--- src/rtl/store_drain_ctrl.sv ---
// Store drain controller: takes the non-speculative head of the store buffer
// and writes it either into the data cache or out on the IO bus. Only one
// store is outstanding at a time. IO stores can fail or time out; a failed
// store still retires, and its address is kept for the exception path.
module store_drain_ctrl #(
  parameter int PHYS       = 32,
  parameter int IO_TIMEOUT = 255
) (
  input  logic            cpu_clk_i,
  input  logic            cpu_rst_i,
  input  logic [PHYS-3:0] sb_address_i,
  input  logic [31:0]     sb_data_i,
  input  logic [3:0]      sb_bm_i,
  input  logic            sb_io_i,
  input  logic            sb_valid_i,
  input  logic            sb_no_nonspec_i,
  output logic            sb_done_o,
  output logic            dc_req_o,
  output logic [PHYS-3:0] dc_addr_o,
  output logic [31:0]     dc_data_o,
  output logic [3:0]      dc_bm_o,
  input  logic            dc_gnt_i,
  input  logic            dc_busy_i,
  output logic            io_req_o,
  output logic [PHYS-3:0] io_addr_o,
  output logic [31:0]     io_data_o,
  output logic [3:0]      io_bm_o,
  input  logic            io_gnt_i,
  input  logic            io_ack_i,
  input  logic            io_err_i,
  input  logic            fence_req_i,
  output logic            fence_done_o,
  output logic            store_err_o,
  output logic [PHYS-3:0] err_addr_o
);

  typedef enum logic [2:0] {
    IDLE    = 3'd0,
    DC_WR   = 3'd1,
    IO_REQ  = 3'd2,
    IO_WAIT = 3'd3,
    DONE    = 3'd4
  } state_t;

  localparam logic [7:0] TimeoutLast = 8'(IO_TIMEOUT - 1);

  state_t          r_state;
  state_t          w_next;
  logic [PHYS-3:0] r_addr;
  logic [31:0]     r_data;
  logic [3:0]      r_bm;
  logic [7:0]      r_cnt;
  logic            r_err;
  logic [PHYS-3:0] r_errAddr;
  logic            w_ioFinish;
  logic            w_ioFail;

  // Next-state logic; also flags how an IO write finished (ack or timeout).
  always_comb begin
    w_next     = r_state;
    w_ioFinish = 1'b0;
    w_ioFail   = 1'b0;
    case (r_state)
      IDLE: begin
        if (sb_valid_i) w_next = sb_io_i ? IO_REQ : DC_WR;
      end
      DC_WR: begin
        if (!dc_busy_i && dc_gnt_i) w_next = DONE;
      end
      IO_REQ: begin
        if (io_gnt_i) w_next = IO_WAIT;
      end
      IO_WAIT: begin
        if (io_ack_i) begin
          w_ioFinish = 1'b1;
          w_ioFail   = io_err_i;
        end else if (r_cnt == TimeoutLast) begin
          w_ioFinish = 1'b1;
          w_ioFail   = 1'b1;
        end
        if (w_ioFinish) w_next = DONE;
      end
      DONE: begin
        w_next = IDLE;
      end
      default: begin
        w_next = IDLE;
      end
    endcase
  end

  // State register; reset drops any in-flight store without retiring it.
  always_ff @(posedge cpu_clk_i) begin
    if (cpu_rst_i) r_state <= IDLE;
    else           r_state <= w_next;
  end

  // Holding registers capture the head only when IDLE accepts it.
  always_ff @(posedge cpu_clk_i) begin
    if (cpu_rst_i) begin
      r_addr <= '0;
      r_data <= '0;
      r_bm   <= '0;
    end else if (r_state == IDLE && sb_valid_i) begin
      r_addr <= sb_address_i;
      r_data <= sb_data_i;
      r_bm   <= sb_bm_i;
    end
  end

  // IO timeout counter, error flag and the sticky failed-store address.
  always_ff @(posedge cpu_clk_i) begin
    if (cpu_rst_i) begin
      r_cnt     <= '0;
      r_err     <= 1'b0;
      r_errAddr <= '0;
    end else begin
      if (r_state == IO_REQ && io_gnt_i) r_cnt <= '0;
      else if (r_state == IO_WAIT && !io_ack_i) r_cnt <= r_cnt + 8'd1;
      if (w_ioFinish) r_err <= w_ioFail;
      else if (r_state == DONE) r_err <= 1'b0;
      if (w_ioFinish && w_ioFail) r_errAddr <= r_addr;
    end
  end

  assign dc_req_o     = (r_state == DC_WR) && !dc_busy_i;
  assign io_req_o     = (r_state == IO_REQ);
  assign sb_done_o    = (r_state == DONE);
  assign store_err_o  = (r_state == DONE) && r_err;
  assign err_addr_o   = r_errAddr;
  assign dc_addr_o    = r_addr;
  assign dc_data_o    = r_data;
  assign dc_bm_o      = r_bm;
  assign io_addr_o    = r_addr;
  assign io_data_o    = r_data;
  assign io_bm_o      = r_bm;
  assign fence_done_o = fence_req_i && (r_state == IDLE) && sb_no_nonspec_i && !sb_valid_i;

endmodule

--- config.mk ---
export PLATFORM = sky130hd
export DESIGN_NAME = store_drain_ctrl
export DESIGN_NICKNAME = d
export VERILOG_FILES = /design/src/rtl/store_drain_ctrl.sv
export SDC_FILE = /design/constraint.sdc
export NUM_CORES = 1
export LEC_CHECK = 0
export CAP_MARGIN = 10
export CORE_MARGIN = 2
export CORE_UTILIZATION = 46
export CTS_CLUSTER_SIZE = 25
export DETAILED_ROUTE_END_ITERATION = 16
export PLACE_DENSITY = 0.92
export SYNTH_ARGS = -nofsm -noshare
export SYNTH_HDL_FRONTEND = slang
export SYNTH_SLANG_ARGS = --single-unit
--- constraint.sdc ---
create_clock -name cpu_clk_i -period 2.97 [get_ports cpu_clk_i]
set_clock_uncertainty 0.2 [all_clocks]
set_input_delay 0.4455 -clock cpu_clk_i [delete_from_list [all_inputs] [get_ports cpu_clk_i]]
set_output_delay 0.4455 -clock cpu_clk_i [all_outputs]
set_load 0.02 [all_outputs]
Yosys cells after proc, flatten, opt, wreduce, memory -nomap -nowiden:

Index checks and enable logic that the tools add are counted.
Widths: inputs -> output; s select.

* reduce and logical (&&, ||, !) cells: 17
* add/subtract/negate cells: 1
* mux-type cells: 14
* equality and inequality tests: 9

Operator list (number)
* $mux 3: 4
* $pmux 3 s4: 1
* $logic_and 1x1->1: 10
* $add 8x1->8 const B: 1
* $eq 8x8->1 const B: 1
* $mux 1: 8
* $eq 3x2->1 const B: 2
* $ne 2x1->1 const B: 2
* $ne 2x2->1 const B: 2
* $reduce_and 4->1: 1
* $eq 3x1->1 const B: 1
* $eq 3x3->1 const B: 1
* $logic_not 1->1: 3
* $logic_not 3->1: 1
* $mux 2: 1
* $reduce_bool 2->1: 1
* $reduce_or 2->1: 1

* output and inout port bits: 167
* flip-flop bits (word level): 108

Longest topological paths before layout:

* depth after elaboration: 6
* gate-level depth with buffers: 6
* mapped depth without buffers: 5

Worst setup path before layout:

No wires, ideal clock.

* path type: register -> output
* start: reg r_state[1]
* end: out store_err_o
* stages on the path, launching flop included: 4
* arrival: 1441 ps
* path buffers: 1
* data required time: 2325 ps
* path slack: 884 ps
* cells stage by stage: dfxtp_1 -> buf_2 -> nor3b_1 -> and2_1

* word-level cells in the longest chain between the ends: 2

Ends and longest elaborated chain
* from (decl): line 47 `state_t r_state;`
* from (signal assigned): line 95 `else r_state <= w_next;`
* $eq 3x3->1
* via sb_done_o: line 17 `output logic sb_done_o,`
* $logic_and 1x1->1: line 129 `assign store_err_o = (r_state == DONE) && r_err;`
* to (decl): line 33 `output logic store_err_o,`

The timed path passes the listed nets, and every way through them passes these cells.

Worst setup path in the final report:

* start: reg r_state[0]
* end: out fence_done_o

* word-level cells in the longest chain between the ends: 4

Ends and longest elaborated chain
* $logic_not 3->1: line 137 `assign fence_done_o = fence_req_i && (r_state == IDLE) && sb_no_nonspec_i && !sb_valid_i;`
* $logic_and 1x1->1 (3 in a row): line 137
* to (decl): line 32 `output logic fence_done_o,`

Every way passes these cells.

==> results.md <==
* Number of enable flip-flop cells after synthesis at 0
* DRC violations left at 0
* Clock sinks at 108
* Reg clk slew, reported paths at roughly 70 ps
* Slew @ Worst Pin at 735.6 ps
* Post-CTS Setup Bufs at 0
* Final setup fails at 0
* Ys async rst share at 0%
* DP Wirelength at 11.69 mm
* Remaining antenna violation count at 0
* Slew Viols, Final at 0
* Area Overhead vs Synth at 39.52%
* CTS Root Cell: clkbuf_16
* Latest clock arrival within the worst-skew pair at 340 ps
* Syn Inst Count at 721
* Achievable Freq at 369.8 MHz
* First-pass GRT wire length at 26.86 mm
* Unique masters post-synth at between 40 and 50
* Avg Inst Size Synth at 7.830 sq um
* Syn_nets at 800
* Inserted Clock Buffers at 9
* Setup TNS at 0 ps
* Per-cell routed wire length at 17.30 um
* Final WL at 17.45 mm
* Synth Flop Type: dfxtp_1
* Outcome: finished, final reports clean
* Vias in the first global route at about 5,300
* Post-Syn Area at 0.005645 sq mm
* Maximum vdd drop at roughly 260 uV
* Ys Warns at 0
* Initial antenna violation count at 1
* Largest net degree at the start of global routing at 67
* CTS tree: done
* Nets@finish at 936
* IO Count at roughly 240
* Vias per cell at 5.683
* Initial DRC count at about 330
* Crit. End Element: output pin
* Place WS at 447.1 ps
* Slew HR at 50.96%
* Worst hold path startpoint: dc_bm_o[3]
* Placement Rows at 40
* Max-cap violations at 0
* Ranking of synthesized cells by area: dfxtp_1 38%, nand4_1 10%, buf_4 9.4%
* Layout cells sized above 1 at 4.762%
* Via Count at 5,734
* Share of the synthesized area in the top cell type at 38.30%
* FF-to-FF End: r_err
* FF+latch count, synth at 108
* Final period utilization at 91.05%
* P_leak at 2.738 nW
* Max Root-Sink Buffers at 2
* Cell Pwr Density at 486.5 mW/mm^2
* Fin crit period at 2704 ps
* Starting Density at 47.00%
* Hold path cells at 2
* Critical path data arrival time at 2060 ps
* Core Box Area at 0.01201 sq mm
* Final Hold Vio Count at 0
* Crit Path Max Fanout at 10
* Register area share after synthesis at 38.30%
* Chip height at 114.8 um
* PnR worst setup slack at 265.8 ps
* Die width at 114.8 um
* Routability cong. at 0.8178
* Kind of critical path: reg2out
* CP Launch Type: register
* Worst Hold End: dc_bm_o[3]
* Min-delay worst type: reg2reg
* FF-to-FF setup slack at slightly below 900 ps
* GRT Total Usage at 25.60%
* Required @ worst endpoint at 2320 ps
* Die ar. at 0.01317 sq mm
* Synth area leader: dfxtp_1
* Hold_buf cts at 0
* GRT Residual Overflow at 0
* DRT Pass-1 Iters at 5
* H-tree depth at 3
* Reg2reg path depth at 4
* Cts repair resizes at 0
* RSZ-0062 raised after global routing: false
* PortBufs at approximately 240
* FF-to-FF Start: r_state[1]
[Yosys cell counts (2+ instances only)]
master / instances
nand2_1: 136
dfxtp_1: 108
nand4_1: 92
a21oi_1: 72
buf_4: 71
nor2b_1: 63
clkbuf_1: 43
o21ai_0: 32
o211ai_1: 31
buf_2: 11
buf_6: 7
inv_1: 6
o31ai_1: 4
buf_1: 3
nand3_1: 3
nor2_1: 3
or4_1: 3
a211oi_1: 2
ha_1: 2
nand4bb_1: 2
nor3_1: 2
nor4_1: 2
[registers in the layout, summed over array words and instances (netlist names)]
register / count
dc_addr_o: 30
dc_data_o: 32
r_cnt: 8
r_state: 3
dc_bm_o: 4
err_addr_o: 30
r_err: 1
[report_power, final]
group          total, mW  internal, mW  switching [mW]
Combinational       1.00         0.462           0.538
Clock               1.20         0.655           0.544
Sequential          1.63          1.54          0.0968
[area by class of cell]
type	count	area (sq um)
Clock buffer	10	229.0
Tap cell	147	183.9
Multi-Input combinational cell	472	2631
Antenna cell	1	2.502
Timing Repair Buffer	260	2582
Fill cell	954	4135
Sequential cell	108	2162
Clock inverter	5	62.56
Inverter	6	22.52
[worst max-delay path, cell delays in order (launching register included)]
cell and delay (ps):
dfxtp_1 430, or2_2 370, nor4_1 260, clkdlybuf4s50_1 650
[per-layer routing]
metal,vias up,global-route usage [%],routed length (um)
li1,2749,-,-
met1,2698,32.97,7254
met2,252,42.56,8521
met3,35,4.375,1157
met4,0,10.92,520
met5,-,0,0
[worst max-delay path by stage]
stage | end | cells after the start | slack, ps | from
6_report | fence_done_o | 3 | 270 | r_state[0]
5_1_grt | fence_done_o | 3 | 130 | r_state[0]
4_1_cts | fence_done_o | 3 | 280 | r_state[0]
3_5_place_dp | fence_done_o | 3 | 450 | sb_valid_i
3_3_place_gp | fence_done_o | 3 | 470 | sb_valid_i
2_1_floorplan | store_err_o | 3 | 880 | r_state[1]
[cells in the final DEF (no fill, tap or decap), types with 3 or more instances in the layout]
cell             instances
clkdlybuf4s50_1        242
nand2_1                136
dfxtp_1                108
nand4_1                 92
a21oi_1                 72
nor2b_1                 63
o21ai_0                 32
o211ai_1                31
buf_4                   16
clkbuf_16                9
inv_1                    6
o31ai_1                  4
nor2_1                   3
nand3_1                  3
or4_1                    3
[cell families (layout without fill, tap and decap cells)]
family,after synthesis,in the layout,share of synthesized area [%]
multiplexers,1,1,0.1773
adder cells (fa/ha/maj),2,2,0.4432
AO/OA/AOI/OAI,146,146,15.05
XOR/XNOR,1,1,0.1552
other,0,1,0
buffers and inverters,141,281,15.27
AND/OR/NAND/NOR,322,322,30.61
flip-flops,108,108,38.30
[stage by stage]
stage | power, mW | cells | hold slack, ps | utilization (%) | instance area [sq um]
6_report | 3.831 | 1009 | 272.8 | 65.57 | 7876
5_1_grt | 3.996 | 1009 | 292.1 | 65.57 | 7876
2_1_floorplan | 2.268 | 721 | 260.5 | - | 5645
3_3_place_gp | 2.649 | 993 | 257.7 | 63.13 | 7582
4_1_cts | 3.850 | 1008 | 273.5 | 65.55 | 7874
3_5_place_dp | 2.664 | 993 | 262.9 | 63.13 | 7582
No activity file was read; power rests on OpenSTA's default activity.
